`src/rtl/g_word_serializer.sv`:
```
// Captures one wide 4-state word per handshake, scrubs X/Z to 0 and streams it as OUT_W-bit beats, LSB beat first.
// Define G_WORD_SERIALIZER_PARITY_EN to append an XOR parity beat after the data beats.
module g_word_serializer #(
    parameter int unsigned IN_W  = 96,
    parameter int unsigned OUT_W = 16,
    parameter int unsigned CNT_W = 8
) (
    input  logic             clk,
    input  logic             rst_n,
    input  logic             in_valid,
    output logic             in_ready,
    input  logic [IN_W-1:0]  in_data,
    input  logic             in_tag,
    output logic             out_valid,
    input  logic             out_ready,
    output logic [OUT_W-1:0] out_data,
    output logic             out_xz,
    output logic             out_last,
    output logic             out_tag,
    output logic [CNT_W-1:0] frame_cnt,
    output logic             busy
);
    localparam int unsigned BEATS = IN_W / OUT_W;
    localparam int unsigned IDX_W = (BEATS > 1) ? $clog2(BEATS) : 1;
    localparam logic [IDX_W-1:0] LAST_IDX = IDX_W'(BEATS - 1);

    if (((IN_W % OUT_W) != 0) || (BEATS == 0)) begin : g_bad_width
        $error("g_word_serializer: IN_W must be a nonzero multiple of OUT_W");
    end

`ifdef G_WORD_SERIALIZER_PARITY_EN
    typedef enum logic [1:0] {IDLE, SEND, PAR} state_t;
    localparam logic FIRST_IS_LAST = 1'b0;
`else
    typedef enum logic [1:0] {IDLE, SEND} state_t;
    localparam logic FIRST_IS_LAST = (BEATS == 1);
`endif

    state_t            state;
    logic [IDX_W-1:0]  idx;
    logic [IDX_W-1:0]  nxt_idx;
    logic [IN_W-1:0]   word_q;
    logic [BEATS-1:0]  xz_q;

    logic              vld;
    logic              rdy;
    logic              final_beat;
    logic              in_hs;
    logic              out_hs;

    logic [IN_W-1:0]   scrub_word;
    logic [IN_W-1:0]   xz_bits;
    logic [BEATS-1:0]  scrub_xz;
    logic              scrub_tag;

    // Only an explicit 1 counts as asserted; X/Z reads as 0.
    function automatic logic is_one(input logic b);
        logic r;
        case (b)
            1'b1:    r = 1'b1;
            default: r = 1'b0;
        endcase
        return r;
    endfunction

    assign vld = is_one(in_valid);
    assign rdy = is_one(out_ready);

`ifdef G_WORD_SERIALIZER_PARITY_EN
    assign final_beat = (state == PAR);
`else
    assign final_beat = (state == SEND) && (idx == LAST_IDX);
`endif

    // Accepting during the final beat lets the next word follow with no bubble.
    assign in_ready = (state == IDLE) || (final_beat && rdy);
    assign in_hs    = vld && in_ready;
    assign out_hs   = out_valid && rdy;
    assign busy     = (state != IDLE);
    assign nxt_idx  = idx + IDX_W'(1);

    always_comb begin
        scrub_word = '0;
        xz_bits    = '0;
        scrub_xz   = '0;
        for (int i = 0; i < IN_W; i++) begin
            case (in_data[i])
                1'b1:    scrub_word[i] = 1'b1;
                1'b0:    ;
                default: xz_bits[i] = 1'b1;
            endcase
        end
        for (int b = 0; b < BEATS; b++) begin
            scrub_xz[b] = |xz_bits[b*OUT_W +: OUT_W];
        end
        scrub_tag = is_one(in_tag);
    end

`ifdef G_WORD_SERIALIZER_PARITY_EN
    logic [OUT_W-1:0] par_data;

    // out_tag already holds the scrubbed tag for the whole word.
    always_comb begin
        par_data = '0;
        for (int b = 0; b < BEATS; b++) begin
            par_data = par_data ^ word_q[b*OUT_W +: OUT_W];
        end
        par_data[0] = par_data[0] ^ out_tag;
    end
`endif

    always_ff @(posedge clk or negedge rst_n) begin
        if (!rst_n) begin
            state     <= IDLE;
            idx       <= '0;
            word_q    <= '0;
            xz_q      <= '0;
            out_valid <= 1'b0;
            out_data  <= '0;
            out_xz    <= 1'b0;
            out_last  <= 1'b0;
            out_tag   <= 1'b0;
            frame_cnt <= '0;
        end else begin
            if (in_hs) begin
                state     <= SEND;
                idx       <= '0;
                word_q    <= scrub_word;
                xz_q      <= scrub_xz;
                out_valid <= 1'b1;
                out_data  <= scrub_word[OUT_W-1:0];
                out_xz    <= scrub_xz[0];
                out_last  <= FIRST_IS_LAST;
                out_tag   <= scrub_tag;
            end else if (out_hs) begin
                case (state)
                    SEND: begin
                        if (idx != LAST_IDX) begin
                            idx      <= nxt_idx;
                            out_data <= word_q[nxt_idx*OUT_W +: OUT_W];
                            out_xz   <= xz_q[nxt_idx];
`ifdef G_WORD_SERIALIZER_PARITY_EN
                            out_last <= 1'b0;
`else
                            out_last <= (nxt_idx == LAST_IDX);
`endif
                        end else begin
`ifdef G_WORD_SERIALIZER_PARITY_EN
                            state    <= PAR;
                            out_data <= par_data;
                            out_xz   <= |xz_q;
                            out_last <= 1'b1;
`else
                            state     <= IDLE;
                            out_valid <= 1'b0;
                            out_last  <= 1'b0;
`endif
                        end
                    end
`ifdef G_WORD_SERIALIZER_PARITY_EN
                    PAR: begin
                        state     <= IDLE;
                        out_valid <= 1'b0;
                        out_last  <= 1'b0;
                    end
`endif
                    default: ;
                endcase
            end

            if (out_hs && final_beat) begin
                frame_cnt <= frame_cnt + CNT_W'(1);
            end
        end
    end

endmodule

```
`config.mk`:
```
export PLATFORM = sky130hd
export DESIGN_NAME = g_word_serializer
export DESIGN_NICKNAME = d
export VERILOG_FILES = /design/src/rtl/g_word_serializer.sv
export SDC_FILE = /design/constraint.sdc
export NUM_CORES = 1
export LEC_CHECK = 0
export BUFFER_PORTS_ARGS = -buffer_cell sky130_fd_sc_hd__clkbuf_2
export CAP_MARGIN = 0
export CORE_UTILIZATION = 49
export DETAILED_ROUTE_END_ITERATION = 10
export HOLD_SLACK_MARGIN = 0.05
export PLACE_DENSITY = 0.76
export SYNTH_ARGS = -nofsm -noshare
export SYNTH_HDL_FRONTEND = slang
export SYNTH_SLANG_ARGS = --single-unit
export TNS_END_PERCENT = 20
```
`constraint.sdc`:
```
create_clock -name clk -period 2.6 [get_ports clk]
set_input_delay 0.13 -clock clk [delete_from_list [all_inputs] [get_ports clk]]
set_output_delay 0.13 -clock clk [all_outputs]
set_load 0.03 [all_outputs]
```
==> impl_metrics.json, run 1 <==
{
  "outcome": "finished with violations",
  "violations": "design-rule violations",
  "rsz0062_at_grt": "no",
  "syn_inst": 420,
  "synth_fp_nets": 525,
  "grt_pass1_vias": 4694,
  "r2r_slack_ps": 390,
  "wl_per_cell_um": 17.6,
  "vias": 4393,
  "place.gp.congestion": 0.853,
  "drive_above_1_share": 0.374,
  "ant_nets": 0,
  "cts_tree": "yes",
  "drv_cap": 0,
  "syn2layout_area_growth_pct": 39.8,
  "clk_latency_ps": 420,
  "grt_first_pass_wirelength_um": 23300,
  "nets": 752,
  "die_h_um": 112,
  "total_power_uw": 9530,
  "period_share": 0.851,
  "fin_skew_ps": 13.2,
  "cts_hold_buf": 98,
  "drt-initial-drc-count": 200,
  "r2r_end": "out_data[6]",
  "finish.utilization": 0.714,
  "io_pins": 131,
  "track_usage": 0.248,
  "synth.ff_latch_count": 126,
  "hold_viol": 0,
  "cts_max_level": 4,
  "drt_wl_total_um": 14100,
  "async_flop_share": 1.00,
  "globalRoute.totalOverflow": 0,
  "crit_arrival_ps": 2540,
  "max-clock-path-buffers": 2,
  "dp_slack_ps": 365,
  "ir_drop_mv": 0.720,
  "leakage_uw": 0.00389,
  "period_minus_slack_ps": 2210,
  "portBuffers": 129,
  "cts-root-buf": "clkbuf_16",
  "tightest_slew_ps": 644,
  "setup_viol": 0,
  "hold_start": "out_ready",
  "numClockSinks": 126,
  "die_area_mm2": 0.0125,
  "cts_setup_buffers": 0,
  "start_util": 0.511,
  "nFillCells": 756,
  "drt-vias-per-instance": 5.46,
  "start_kind": "flip-flop",
  "min_to": "idx[2]",
  "drc": 8,
  "setup_tns_ps": 0,
  "required_ps": 2930,
  "clk_pin_slew_ps": 50,
  "grt_max_degree": 66,
  "ys.flop_type": "dfrtp_1",
  "dp_hpwl_um": 8880,
  "synth_edf_count": 0,
  "antenna_found_initial": 1,
  "whs_path_depth": 2,
  "fmax_mhz": 452,
  "critical_path_class": "flip-flop to flip-flop",
  "ys_types": 35,
  "layout_setup_ws_ps": 387,
  "synth_warnings": 0,
  "core_area_mm2": 0.0116,
  "cts_resized": 0,
  "drv_slew": 0,
  "pwr_density_cell_mw_per_mm2": 1150,
  "seq_area_frac_synth": 0.534,
  "synth_area_mm2": 0.00590,
  "r2r_cells": 6,
  "syn_avg_cell_area_um2": 14.1,
  "worstPathMaxFanout": 10,
  "drtPass1Iterations": 7,
  "max-slew-margin-rel": 0.570,
  "timing.hold.ws_ps": 126,
  "numCtsBuffers": 17,
  "fp.dieW_um": 112,
  "r2r-start": "idx[0]",
  "crit_path_end_kind": "flip-flop",
  "hp-class": "primary input to flip-flop",
  "row_count": 39
}
==> logic make-up (layout without fill, tap and decap cells) <==
group / after synthesis / in the layout / share of synthesized area
other: 1 / 2 / 0.000635
and+or+nand+nor: 74 / 74 / 0.0704
DFF: 126 / 126 / 0.534
buffers and inverters: 36 / 276 / 0.0407
muxes: 130 / 130 / 0.275
adders and majority gates: 4 / 4 / 0.00848
AOI/OAI and AO/OA: 42 / 42 / 0.0604
xor gates and xnor gates: 7 / 7 / 0.0104
==> worst max-delay path by stage <==
stage                       from      endpoint  depth (start not counted)
after floorplan           idx[0]  out_data[11]                         10
after global placement    idx[0]   out_data[6]                          6
after detailed placement  idx[0]   out_data[4]                          6
after CTS                 idx[0]   out_data[6]                          6
after global routing      idx[0]   out_data[6]                          6
final                     idx[0]   out_data[6]                          6
==> worst max-delay path, cell delays in order, from the launching register on <==
cell and delay, ps:
dfrtp_2 500, ha_1 280, and4_1 220, nor4_4 530, buf_4 270, a221oi_1 130
a2bb2oi_1 200
==> cell usage in the layout, fill, tap and decap left out, drive strengths merged <==
cell type / netlist / routed
o21ai: 6 / 6
dlygate4sd3: 0 / 98
clkbuf: 8 / 155
mux2i: 16 / 16
nand3: 19 / 19
a32o: 1 / 1
a221oi: 16 / 16
inv: 3 / 3
mux2: 98 / 98
xnor2: 5 / 5
ha: 4 / 4
dfrtp: 126 / 126
and4: 3 / 3
nor2b: 3 / 3
or2b: 9 / 9
nand2b: 9 / 9
nand2: 5 / 5
nor4: 1 / 1
clkinv: 0 / 1
nor2: 19 / 19
and3: 1 / 1
mux4: 16 / 16
conb: 1 / 1
or2: 1 / 1
a22o: 1 / 1
a2bb2oi: 16 / 16
bufinv: 0 / 4
buf: 25 / 15
a21oi: 2 / 2
diode: 0 / 1
xor2: 2 / 2
nand4: 4 / 4
==> cell usage after synthesis, types with 4 or more instances <==
cell type,count,area share
ha_1,4,0.0085
dfrtp_1,126,0.53
nand4_1,4,0.0042
nand3_1,19,0.016
or2b_1,9,0.011
a2bb2oi_1,15,0.022
mux4_2,16,0.061
buf_6,9,0.017
o21ai_0,4,0.0034
mux2_1,43,0.082
mux2_2,55,0.10
xnor2_1,5,0.0074
clkbuf_1,8,0.0051
mux2i_1,16,0.027
buf_2,9,0.0076
buf_4,7,0.0089
a221oi_1,16,0.024
nand2_1,5,0.0032
nor2_1,18,0.011
nand2b_1,9,0.0095
==> stage by stage <==
| stage | area, um^2 | cells |
|---|---|---|
| floorplan | 5910 | 420 |
| detailed placement | 6630 | 673 |
| finish | 8260 | 804 |
| CTS | 8250 | 803 |
| global route | 8260 | 804 |
| global placement | 6630 | 673 |
==> metal layers <==
metal | wire length (um) | track usage | share of wire | vias up
met4 | 390 | 0.118 | 0.028 | 0
met2 | 7160 | 0.420 | 0.51 | 142
met5 | 0 | 0 | 0 | -
li1 | - | - | - | 2004
met3 | 735 | 0.0675 | 0.052 | 28
met1 | 5820 | 0.294 | 0.41 | 2219
==> layout make-up <==
type                       count  area, um^2  area share
sequential                   126        3150       0.382
timing repair buffer         241        1760       0.213
clock inverter                 5         125      0.0152
antenna                        1        2.50    0.000303
clock buffer                  27         513      0.0621
tap                          143         179      0.0217
multi-input combinational    258        2510       0.304
inverter                       3        11.3     0.00136
==> report_power, final <==
group | total (uW) | internal [uW] | leakage [uW] | switching [uW]
registers | 3450 | 2880 | 0.00155 | 568
clock network | 2540 | 1730 | 0.000312 | 808
logic | 3540 | 1830 | 0.00202 | 1710
total | 9530 | 6450 | 0.00389 | 3090
==> flip-flops by register name, summed over array words and instances (netlist names) <==
signal,cells
state,1
out_last,1
word_q,96
idx,3
out_tag,1
out_data,16
frame_cnt,8
No activity file was read; power rests on OpenSTA's default activity.
==> run 2, diff against run 1 <==
--- a/config.mk
+++ b/config.mk
@@ -7,10 +7,13 @@
 export LEC_CHECK = 0
 export BUFFER_PORTS_ARGS = -buffer_cell sky130_fd_sc_hd__clkbuf_2
 export CAP_MARGIN = 0
-export CORE_UTILIZATION = 49
+export CELL_PAD_IN_SITES_DETAIL_PLACEMENT = 1
+export CELL_PAD_IN_SITES_GLOBAL_PLACEMENT = 2
+export CORE_MARGIN = 1
+export CORE_UTILIZATION = 33
 export DETAILED_ROUTE_END_ITERATION = 10
 export HOLD_SLACK_MARGIN = 0.05
-export PLACE_DENSITY = 0.76
+export PLACE_DENSITY_LB_ADDON = 0.1
 export SYNTH_ARGS = -nofsm -noshare
 export SYNTH_HDL_FRONTEND = slang
 export SYNTH_SLANG_ARGS = --single-unit
==> impl_metrics.json, run 2 (synthesized netlist as in run 1, its figures left out) <==
{
  "regMostFlops": "word_q",
  "regArea_mm2": 0.00315,
  "cp_slowest_cell": "a221oi_1",
  "r2r-start": "idx[0]",
  "clock_power_share": 0.256,
  "cts_resized": 0,
  "dp_cells": 757,
  "drv_cap": 0,
  "layout_commonest_cell": "clkbuf_2",
  "antenna_found_initial": 0,
  "hp-class": "primary input to flip-flop",
  "start_kind": "flip-flop",
  "start_util": 0.340,
  "ir_drop_mv": 0.528,
  "grt_use_met1": 0.229,
  "place.gp.congestion": 0.775,
  "fin_skew_ps": 5.46,
  "ant_nets": 0,
  "cpPeakStageDelay_ps": 640,
  "pwr_density_cell_mw_per_mm2": 1140,
  "max-clock-path-buffers": 2,
  "seq_power_share": 0.362,
  "numCtsBuffers": 17,
  "drt_wl_total_um": 16000,
  "netSwitchingPower_uw": 3190,
  "period_share": 0.862,
  "crit_arrival_ps": 2520,
  "drtPass1Iterations": 4,
  "cts_max_level": 4,
  "outcome": "completed",
  "stdcell_count": 888,
  "hold_viol": 0,
  "grt-busiest-layer": "met2",
  "cts-root-buf": "clkbuf_16",
  "fmax_mhz": 446,
  "use_met2": 0.319,
  "multiInputGateArea_mm2": 0.00251,
  "critPathBufInv": 0,
  "clk_latency_ps": 420,
  "track_usage": 0.188,
  "cts_tree": "yes",
  "setup_tns_ps": 0,
  "layout_common_cells": "128 x clkbuf_2, 125 x dfrtp_1, 99 x dlygate4sd3_1",
  "max-slew-margin-rel": 0.510,
  "drt-initial-drc-count": 169,
  "syn2layout_area_growth_pct": 41.4,
  "vias": 4345,
  "fp.dieW_um": 136,
  "nets": 755,
  "period_minus_slack_ps": 2240,
  "drc": 0,
  "reg.largest.list": "word_q: 96 flops, out_data: 16 flops, frame_cnt: 8 flops",
  "critical_path_class": "flip-flop to flip-flop",
  "tightest_slew_ps": 734,
  "core_area_mm2": 0.0174,
  "crit_path_end_kind": "flip-flop",
  "p_comb_frac": 0.382,
  "r2r_slack_ps": 360,
  "dp_hpwl_um": 10700,
  "die_h_um": 136,
  "wl_per_cell_um": 18.0,
  "rsz0062_at_grt": "no",
  "drt-vias-per-instance": 4.89,
  "grt_first_pass_wirelength_um": 25300,
  "swShare": 0.335,
  "numClockSinks": 126,
  "fin_area_mm2": 0.00835,
  "r2r_end": "out_data[4]",
  "dpl_cell_area_mm2": 0.00676,
  "die_area_mm2": 0.0184,
  "cpMostUsedCell": "nand2_1",
  "worstPathMaxFanout": 16,
  "drv_slew": 0,
  "total_power_uw": 9520,
  "hold_start": "out_ready",
  "nFillCells": 1819,
  "required_ps": 2880,
  "p_int_uw": 6340,
  "cts_setup_buffers": 0,
  "path_depth": 5,
  "r2r_cells": 5,
  "cts_hold_buf": 99,
  "portBuffers": 129,
  "grt_max_degree": 63,
  "n_antenna_cell": 0,
  "drive_above_1_share": 0.376,
  "min_to": "idx[2]",
  "leakage_uw": 0.00389,
  "globalRoute.totalOverflow": 0,
  "whs_path_depth": 2,
  "io_pins": 131,
  "row_count": 48,
  "path_cells": "ha_1, nand2_1, nand2_1, a221oi_1, a2bb2oi_1",
  "gr-usage-met3": 0.0378,
  "largest_reg_flops": 96,
  "setup_viol": 0,
  "grt_pass1_vias": 4745,
  "crit_family": "compound AO/OA/AOI/OAI gates",
  "clk_pin_slew_ps": 60
}
==> run 2: power by group through the flow <==
stage | sequential (uW) | clock (uW) | combinational [uW]
after floorplan | 3570 | 0 | 2420
after global routing | 3570 | 2570 | 3990
after global placement | 3450 | 0 | 3490
after CTS | 3460 | 2500 | 3710
after detailed placement | 3470 | 0 | 3590
final | 3450 | 2430 | 3640
==> run 2: area by class of cell <==
type                       instances  area share
multi-input combinational        258       0.301
clock buffer                      26      0.0598
timing repair buffer             244       0.214
tap                              225      0.0337
inverter                           3     0.00135
sequential                       126       0.378
clock inverter                     6      0.0126
==> run 2: metrics by stage <==
stage	hold slack [ps]	setup WS, ps	util
2_1_floorplan	-166	9.99	-
3_3_place_gp	122	456	0.389
3_5_place_dp	133	405	0.389
4_1_cts	119	379	0.481
5_1_grt	153	298	0.481
6_report	132	360	0.481
==> run 2: layer usage <==
layer	wire (um)	up-vias
met5	0	-
met4	340	0
met3	602	26
met2	8240	111
met1	6800	2199
li1	-	2009
==> run 2: worst max-delay path by stage <==
stage               startpoint      endpoint  slack [ps]
detailed placement      idx[0]   out_data[2]         410
CTS                     idx[0]   out_data[4]         380
floorplan               idx[0]  out_data[11]          10
global route            idx[0]   out_data[4]         300
global placement        idx[0]   out_data[4]         460
finish                  idx[0]   out_data[4]         360
==> run 3, diff against run 2 <==
--- a/config.mk
+++ b/config.mk
@@ -10,7 +10,8 @@
 export CELL_PAD_IN_SITES_DETAIL_PLACEMENT = 1
 export CELL_PAD_IN_SITES_GLOBAL_PLACEMENT = 2
 export CORE_MARGIN = 1
-export CORE_UTILIZATION = 33
+export CORE_UTILIZATION = 34
+export CTS_BUF_LIST = sky130_fd_sc_hd__clkbuf_4 sky130_fd_sc_hd__clkbuf_8
 export DETAILED_ROUTE_END_ITERATION = 10
 export HOLD_SLACK_MARGIN = 0.05
 export PLACE_DENSITY_LB_ADDON = 0.1
==> impl_metrics.json, run 3 (synthesized netlist as in run 1, its figures left out) <==
{
  "nFillCells": 1762,
  "drt-initial-drc-count": 193,
  "worstPathMaxFanout": 11,
  "grt_pass1_vias": 4891,
  "portBuffers": 129,
  "multiInputGateArea_mm2": 0.00251,
  "grt-busiest-layer": "met2",
  "clk_pin_slew_ps": 70,
  "numCtsBuffers": 17,
  "period_share": 0.827,
  "place.gp.congestion": 0.748,
  "leakage_uw": 0.00381,
  "drt-vias-per-instance": 4.89,
  "dpl_cell_area_mm2": 0.00676,
  "dp_hpwl_um": 10800,
  "row_count": 47,
  "rsz0062_at_grt": "no",
  "cts_setup_buffers": 0,
  "numClockSinks": 126,
  "cts-root-buf": "clkbuf_8",
  "regArea_mm2": 0.00315,
  "reg.largest.list": "word_q: 96 flops, out_data: 16 flops, frame_cnt: 8 flops",
  "r2r-start": "idx[0]",
  "die_area_mm2": 0.0179,
  "fp.dieW_um": 134,
  "core_area_mm2": 0.0168,
  "r2r_slack_ps": 450,
  "setup_viol": 0,
  "grt_use_met1": 0.236,
  "crit_path_end_kind": "flip-flop",
  "largest_reg_flops": 96,
  "drt_wl_total_um": 15900,
  "gr-usage-met3": 0.0435,
  "ant_nets": 0,
  "globalRoute.totalOverflow": 0,
  "required_ps": 2900,
  "use_met2": 0.338,
  "fin_area_mm2": 0.00816,
  "dp_cells": 752,
  "antenna_found_initial": 0,
  "nets": 754,
  "max-slew-margin-rel": 0.441,
  "track_usage": 0.193,
  "setup_tns_ps": 0,
  "drv_cap": 0,
  "grt_first_pass_wirelength_um": 26100,
  "r2r_cells": 6,
  "start_util": 0.352,
  "vias": 4317,
  "n_antenna_cell": 0,
  "hold_viol": 0,
  "io_pins": 131,
  "drive_above_1_share": 0.384,
  "tightest_slew_ps": 838,
  "wl_per_cell_um": 18.0,
  "r2r_end": "out_data[2]",
  "fmax_mhz": 465,
  "stdcell_count": 882,
  "hp-class": "primary input to flip-flop",
  "crit_arrival_ps": 2450,
  "critical_path_class": "flip-flop to flip-flop",
  "clk_latency_ps": 430,
  "fin_skew_ps": 11.4,
  "drv_slew": 0,
  "cts_tree": "yes",
  "cts_max_level": 4,
  "period_minus_slack_ps": 2150,
  "layout_common_cells": "128 x clkbuf_2, 125 x dfrtp_1, 98 x dlygate4sd3_1",
  "regMostFlops": "word_q",
  "hold_start": "out_ready",
  "grt_max_degree": 80,
  "syn2layout_area_growth_pct": 38.3,
  "drc": 0,
  "drtPass1Iterations": 4,
  "die_h_um": 134,
  "endpoint": "out_data[2]",
  "pwr_density_cell_mw_per_mm2": 1100,
  "outcome": "completed",
  "layout_commonest_cell": "clkbuf_2",
  "timing.critical_path.from": "idx[0]",
  "max-clock-path-buffers": 2,
  "ir_drop_mv": 0.465,
  "start_kind": "flip-flop"
}
[run 3: cell type report]
type / instances / share of cell area
tap: 220 / 0.0337
clock inverter: 6 / 0.0132
inverter: 3 / 0.00138
clock buffer: 26 / 0.0385
sequential: 126 / 0.386
multi-input combinational: 258 / 0.308
timing repair buffer: 243 / 0.219
[run 3: where the power goes]
group	leakage [uW]	internal, uW	switching [uW]	total, uW
Combinational	0.00204	1900	1800	3700
Clock	0.000219	1070	740	1810
Sequential	0.00155	2880	564	3440
[run 3: per-layer routing]
layer / part of all wire / vias to the layer above
li1: - / 1997
met1: 0.42 / 2212
met2: 0.53 / 94
met3: 0.036 / 14
met4: 0.011 / 0
met5: 0 / -
[run 3: per-stage QoR]
step / setup slack (ps) / utilization / total power (uW) / hold slack [ps]
after floorplan: 9.99 / - / 5990 / -166
after global placement: 463 / 0.403 / 7010 / 228
after detailed placement: 411 / 0.403 / 7130 / 227
after CTS: 381 / 0.487 / 9120 / 92.5
after global routing: 270 / 0.487 / 9600 / 120
final: 449 / 0.487 / 8960 / 133
[run 3: worst min path at each step]
stage                              end  slack, ps  cells after the start
after floorplan           frame_cnt[0]       -170                      0
after global routing            idx[2]        120                      2
after global placement    frame_cnt[7]        230                      1
after CTS                       idx[0]         90                      3
final                           idx[0]        130                      3
after detailed placement  frame_cnt[7]        230                      1
[run 3: repair_timing]
item / in CTS / in global routing
resized for setup: 0 / 0
hold buffers: 98 / 0
hold endpoints to repair: 174 / 0
[run 3: worst max-delay path: stages (launching register included)]
cell and delay (ps):
dfrtp_2 410, inv_1 80, ha_1 510, buf_12 200, mux4_2 290, a221oi_1 420, a2bb2oi_1 120
